==> src/rtl/matrix_pkg.sv <==
// Shared matrix geometry, packing rule and serializer state encoding.
// Element (r,c) of a packed word sits at MSB-first position r*N+c.
package matrix_pkg;

  localparam int ELEM_WIDTH  = 16;
  localparam int MATRIX_SIZE = 2;
  localparam int NUM_ELEMS   = MATRIX_SIZE * MATRIX_SIZE;
  localparam int DATA_WIDTH  = NUM_ELEMS * ELEM_WIDTH;

  typedef enum logic {
    IDLE = 1'b0,
    SEND = 1'b1
  } ser_state_e;

  function automatic logic [ELEM_WIDTH-1:0] elem_slice(
    input logic [DATA_WIDTH-1:0] word,
    input int unsigned           r,
    input int unsigned           c
  );
    logic [DATA_WIDTH-1:0] sh;
    sh = word << ((r * MATRIX_SIZE + c) * ELEM_WIDTH);
    return sh[DATA_WIDTH-1 -: ELEM_WIDTH];
  endfunction

endpackage

==> src/rtl/matrix_elem_select.sv <==
// Combinational pick of the k-th element of a packed matrix word,
// walking either row-major or column-major.
module matrix_elem_select #(
  parameter int ELEM_WIDTH  = 16,
  parameter int MATRIX_SIZE = 2,
  parameter int DATA_WIDTH  = 64,
  parameter int IDX_WIDTH   = 2
) (
  input  logic [DATA_WIDTH-1:0] word,
  input  logic [IDX_WIDTH-1:0]  k,
  input  logic                  col_major,
  output logic [ELEM_WIDTH-1:0] elem
);

  int unsigned           kk;
  int unsigned           r;
  int unsigned           c;
  logic [DATA_WIDTH-1:0] sh;

  always_comb begin
    kk = 32'(k);
    if (col_major) begin
      r = kk % MATRIX_SIZE;
      c = kk / MATRIX_SIZE;
    end else begin
      r = kk / MATRIX_SIZE;
      c = kk % MATRIX_SIZE;
    end
    // Shift the wanted element up to the MSBs, then take the top slice.
    sh   = word << ((r * MATRIX_SIZE + c) * ELEM_WIDTH);
    elem = sh[DATA_WIDTH-1 -: ELEM_WIDTH];
  end

endmodule

==> src/rtl/matrix_result_serializer.sv <==
// Drains packed matrix words and emits one element per cycle over valid/ready.
//   state | meaning
//   IDLE  | no word held, ready for the next packed word
//   SEND  | emitting elements of the held word, idx = next sequence index
module matrix_result_serializer
  import matrix_pkg::*;
#(
  parameter int ELEM_WIDTH  = matrix_pkg::ELEM_WIDTH,
  parameter int MATRIX_SIZE = matrix_pkg::MATRIX_SIZE,
  parameter int DATA_WIDTH  = matrix_pkg::DATA_WIDTH
) (
  input  logic                  clk,
  input  logic                  rst,
  input  logic                  in_valid,
  output logic                  in_ready,
  input  logic [DATA_WIDTH-1:0] in_data,
  input  logic                  col_major,
  output logic                  out_valid,
  input  logic                  out_ready,
  output logic [ELEM_WIDTH-1:0] out_data,
  output logic                  out_last,
  output logic [15:0]           word_count
);

  localparam int N_ELEMS = MATRIX_SIZE * MATRIX_SIZE;
  localparam int IDX_W   = (N_ELEMS > 1) ? $clog2(N_ELEMS) : 1;
  localparam logic [IDX_W-1:0] LAST_IDX = IDX_W'(N_ELEMS - 1);

  if (DATA_WIDTH != N_ELEMS * ELEM_WIDTH) begin : g_bad_width
    $error("DATA_WIDTH must equal MATRIX_SIZE*MATRIX_SIZE*ELEM_WIDTH");
  end

  ser_state_e            state;
  logic [IDX_W-1:0]      idx;
  logic [DATA_WIDTH-1:0] hold_word;
  logic                  hold_col_major;
  logic [15:0]           word_count_q;

  // Outputs depend only on registered state; in_ready alone sees out_ready.
  assign out_valid  = (state == SEND);
  assign out_last   = (state == SEND) && (idx == LAST_IDX);
  assign in_ready   = (state == IDLE) || (out_ready && out_last);
  assign word_count = word_count_q;

  matrix_elem_select #(
    .ELEM_WIDTH  (ELEM_WIDTH),
    .MATRIX_SIZE (MATRIX_SIZE),
    .DATA_WIDTH  (DATA_WIDTH),
    .IDX_WIDTH   (IDX_W)
  ) u_elem_select (
    .word      (hold_word),
    .k         (idx),
    .col_major (hold_col_major),
    .elem      (out_data)
  );

  always_ff @(posedge clk) begin
    if (rst) begin
      state          <= IDLE;
      idx            <= '0;
      hold_word      <= '0;
      hold_col_major <= 1'b0;
      word_count_q   <= '0;
    end else begin
      case (state)
        IDLE: begin
          if (in_valid) begin
            hold_word      <= in_data;
            hold_col_major <= col_major;
            idx            <= '0;
            state          <= SEND;
          end
        end
        SEND: begin
          if (out_ready) begin
            if (idx == LAST_IDX) begin
              word_count_q <= word_count_q + 16'd1;
              idx          <= '0;
              if (in_valid) begin
                hold_word      <= in_data;
                hold_col_major <= col_major;
              end else begin
                state <= IDLE;
              end
            end else begin
              idx <= idx + 1'b1;
            end
          end
        end
        default: state <= IDLE;
      endcase
    end
  end

endmodule
==> config.mk <==
export PLATFORM = sky130hd
export DESIGN_NAME = matrix_result_serializer
export DESIGN_NICKNAME = d
export VERILOG_FILES = /design/src/rtl/matrix_pkg.sv /design/src/rtl/matrix_elem_select.sv /design/src/rtl/matrix_result_serializer.sv
export SDC_FILE = /design/constraint.sdc
export NUM_CORES = 1
export LEC_CHECK = 0
export ABC_AREA = 1
export BUFFER_PORTS_ARGS = -buffer_cell sky130_fd_sc_hd__buf_2
export CAP_MARGIN = 20
export CORE_MARGIN = 8
export CORE_UTILIZATION = 55
export DETAILED_ROUTE_END_ITERATION = 10
export MAX_ROUTING_LAYER = met4
export PLACE_DENSITY = 0.83
export SETUP_SLACK_MARGIN = 0.4
export SLEW_MARGIN = 20
export SYNTH_ARGS = -nofsm -noshare
export SYNTH_HDL_FRONTEND = slang
export SYNTH_SLANG_ARGS = --single-unit
export TNS_END_PERCENT = 100
==> constraint.sdc <==
create_clock -name clk -period 4.1 [get_ports clk]
set_input_delay 0.615 -clock clk [delete_from_list [all_inputs] [get_ports clk]]
set_output_delay 0.615 -clock clk [all_outputs]
set_load 0.02 [all_outputs]
; Yosys cells after proc, flatten, opt, wreduce, memory -nomap -nowiden
; Index checks and enable logic that the tools add are counted.
[totals]
register_bits = 84
out_inout_bits = 35
wordCells = 38
[classes]
add_sub_neg = 3
eq_ne = 4
shifts = 1
mux = 18
n_bitwise = 1
reduce_logical = 6
[ops]
columns = cell, count
row1 = $mux 64, 3
row2 = $pmux 64 s2, 1
row3 = $shl 64x32->64, 1
row4 = $add 16x1->16 const B, 1
row5 = $mux 1, 8
row6 = $mux 2, 3
row7 = $ne 2x2->1 const B, 2
row8 = $pmux 1 s2, 2
row9 = $pmux 2 s2, 1
row10 = $reduce_and 2->1, 2
row11 = $add 2x1->3, 1
row12 = $reduce_and 3->1, 1
row13 = $add 2x1->2 const B, 1
row14 = $eq 2x2->1 const B, 1
row15 = $logic_and 1x1->1, 2
row16 = $ne 2x1->1 const B, 1
row17 = $logic_or 1x1->1, 1
row18 = $not 1->1, 1

; Longest topological paths before layout
[logic_depth]
ltp_word = 4
ltp_mapped = 8
mapped_depth_nobuf = 8

; Cells and area by module
; From an unflattened synthesis, not the netlist that was laid out.
[hier_totals]
cells_unflattened = 629
hier_area_um2 = 4081.4
[by_module_without_submodules]
columns = module, n_inst, cells_per_inst, area_each_um2, seq_area_each_um2
row1 = matrix_result_serializer, 1, 430, 3208.1, 1681.6
row2 = matrix_elem_select, 1, 199, 873.3, 0.0

; Worst setup path before layout
; OpenSTA, ideal clock, no wires.
[synth_path]
path_kind = register to output
start = register idx[1]
end = output port out_data[11]
arrival_time_ns = 1.333
required_time_ns = 3.485
path_slack_ns = 2.152
stages_incl_launch_ff = 6
n_path_buf = 1
path_cell_list = dfxtp_1 -> inv_1 -> o21ai_2 -> clkbuf_1 -> o21ai_0 -> o22ai_1
[synth_between]
elab_chain_cells = 3
elab_cells_between_ends = 4
classes_between = 1 x add/sub / 1 x shift / 2 x mux
[synth_rtl]
columns = element, line_no
row1 = from (decl), matrix_result_serializer.sv:34  ; logic [IDX_W-1:0] idx;
row2 = from (signal assigned), matrix_result_serializer.sv:86  ; idx <= idx + 1'b1;
row3 = $mux 1, matrix_elem_select.sv:22  ; if (col_major) begin
row4 = $add 2x1->3 *, matrix_elem_select.sv:30  ; sh = word << ((r * MATRIX_SIZE + c) * ELEM_WIDTH);
row5 = $shl 64x32->64 *, matrix_elem_select.sv:30
row6 = to (decl), matrix_result_serializer.sv:20  ; output logic [ELEM_WIDTH-1:0] out_data,
; Mark *: on every way between the ends. The rest lies on a longest branch, timed or not.

; Worst setup path after layout
[layout_path]
start = register idx[1]
end = output port out_data[0]
; Same word-level chain as after synthesis.

==> flow_summary.toml <==
[setup_path]
critPathRequiredTime_ps = 3480
r2r_cells = 6
critPathMaxFanout = 17
cp_data_arrival_time_ps = 2160
crit_type = "flip-flop to output pin"
worstSetupStartpointType = "flip-flop"
critPathCaptureType = "output pin"

[route]
via_per_inst = 5.369
drt_pass1_iterations = 5
drt_iter0_drc = 323
wl_mm = 10.15
ant_nets = 0
route.detailed.drc = 0
post_drt_wl_per_cell_um = 14.46
vias = 3769

[cts]
cts_hold_buf = 0
cts_tree = "done"
ctsHtreeMaxLevel = 3
post_cts_resized = 0
clockBufferDepth = 2
post_cts_buffers = 0
clk_latency_ps = 350
clk_pin_slew_worst_paths_ps = 80
root_buffer = "clkbuf_8"
clkSinkCount = 84
cts_buffers = 9

[sta]
whs_ps = 480.4
setup_viol_count_final = 0
fmax_mhz = 359.8
hold_violations = 0
period_minus_slack_ps = 2779
rsz0062_at_grt = "false"
tightest_slew_ps = 663.6
setup_tns_ps = 0
fin_crit_sh = 0.6778
finClkSkew_ps = 5.397
maxSlewHeadroom = 0.5576
report.final.slew_viol_count = 0

[flow_run]
cap_viol_max_count = 0

[global_route]
antenna_found_initial = 0
grt_pass1_vias = 3647
grt_pass1_wl_mm = 16.77
grt_max_degree = 77
grt_usage = 0.2166
grt-ovfl-total = 0

[synthesis]
synthCells = 530
ys_seq_elements = 84
synth.largest_area_cell = "dfxtp_1"
synthTopCellsByArea = "dfxtp_1 45%, nor2_1 19%, o21ai_1 9.8%"
yosys_warnings = 0
synthDistinctLibCells = 26
ys_seq_area_frac = 0.4521
syn_avg_cell_area_um2 = 7.019
syn_nets = 602
synth_top_cell_area_share = 0.4521
synth_area_mm2 = 0.003720

[die]
rows = 30
ios = 104
die_y_um = 98.24
start_util = 0.5567
fp.dieW_um = 98.24
dieArea_mm2 = 0.009651
core_area_mm2 = 0.006681

[run_status]
status = "complete, no violations"

[finish]
register_area_mm2 = 0.001682
syn_to_final_growth_pct = 18.84
fillers = 602
nNetsFinal = 689
antenna_cells = 0
multiInputGateArea_mm2 = 0.001753
fin_area_mm2 = 0.004420
drive_above_1_share = 0.2186

[place]
gp_congestion = 0.9216
dpl.hpwl_mm = 7.166
portBuffers = 103
place_area_mm2 = 0.004178

[min_path]
holdPathStages = 3
hold_path_class = "input port to flip-flop"

[power]
vdd_ir_drop_max_mv = 0.2492
p_leak_uw = 0.002059
power.total_uw = 1815
powerDensity_mw_per_mm2 = 410.7
## power by group
part	switching, uW	internal, uW
Combinational	197	109
Sequential	35.3	868
Clock	293	313
## sequential cells by signal, summed over array words and instances, names as in the netlist
name	count
hold_col_major	1
hold_word	64
idx	2
out_valid	1
word_count	16
## final cells by class
| cell class | count | area share |
|---|---|---|
| tap | 80 | 0.02264 |
| clock inverter | 4 | 0.01076 |
| sequential | 84 | 0.3804 |
| clock buffer | 12 | 0.03510 |
| timing repair buffer | 107 | 0.1291 |
| inverter | 30 | 0.02547 |
| multi-input combinational | 385 | 0.3965 |
## final timing paths
path                    to  slack (ps)          start
min reg2reg  hold_word[59]         500  hold_word[59]
max            out_data[0]        1320         idx[1]
max reg2reg  hold_word[32]        2350         idx[0]
min          hold_word[44]         480    in_data[44]
## critical path, cell delays in order (launching register included)
cell	delay [ps]
dfxtp_1	390
inv_1	90
o21ai_2	480
inv_1	370
o21ai_0	170
o22ai_1	130
buf_2	180
## synth_stat cells, drive strengths merged
library cell / count
a21oi: 9
a221oi: 1
buf: 21
clkbuf: 10
dfxtp: 84
ha: 3
inv: 30
nand2: 46
nand3: 11
nand3b: 1
nand4: 3
nor2: 188
nor3: 1
o21ai: 103
o22ai: 16
xnor2: 1
xor2: 2
## cells in the final DEF, fill, tap and decap left out
master / instances
clkbuf_1: 1
inv_2: 4
inv_1: 26
ha_1: 3
o21ai_4: 1
dfxtp_1: 84
nand3_1: 8
nor2_1: 185
a21oi_1: 9
xnor2_1: 1
clkinvlp_4: 1
a221oi_1: 1
buf_2: 103
buf_4: 2
nand4_1: 3
nand2_2: 1
nand3b_1: 1
o22ai_1: 16
nor2_2: 1
xor2_1: 2
o21ai_2: 1
buf_12: 2
nor3_2: 1
nand2_1: 45
o21ai_1: 73
o21ai_0: 28
clkinv_2: 2
bufinv_16: 1
nor2_4: 2
nand3_2: 3
clkbuf_8: 11
## cells by family (layout without fill, tap and decap cells)
group,after synthesis,in the layout,share of synthesized area
simple gates,250,250,0.2701
fa+ha+maj,3,3,0.01009
flops,84,84,0.4521
compound gates,129,129,0.1820
xor+xnor,3,3,0.007065
buf+inv,61,153,0.07871
## per-layer routing
| metal | track usage | part of all wire |
|---|---|---|
| met4 | 0.1027 | 0.031 |
| met2 | 0.3562 | 0.47 |
| met1 | 0.2487 | 0.43 |
| met5 | - | 0 |
| met3 | 0.04267 | 0.064 |
## through the flow
step                      utilization  cells  worst slack (ps)
final                          0.6616    702              1321
after global routing           0.6616    702              1174
after CTS                      0.6556    700              1358
after detailed placement       0.6253    684              1758
after global placement         0.6253    684              1818
after floorplan                     -    530              2152
(Power assumes the default switching activity.)
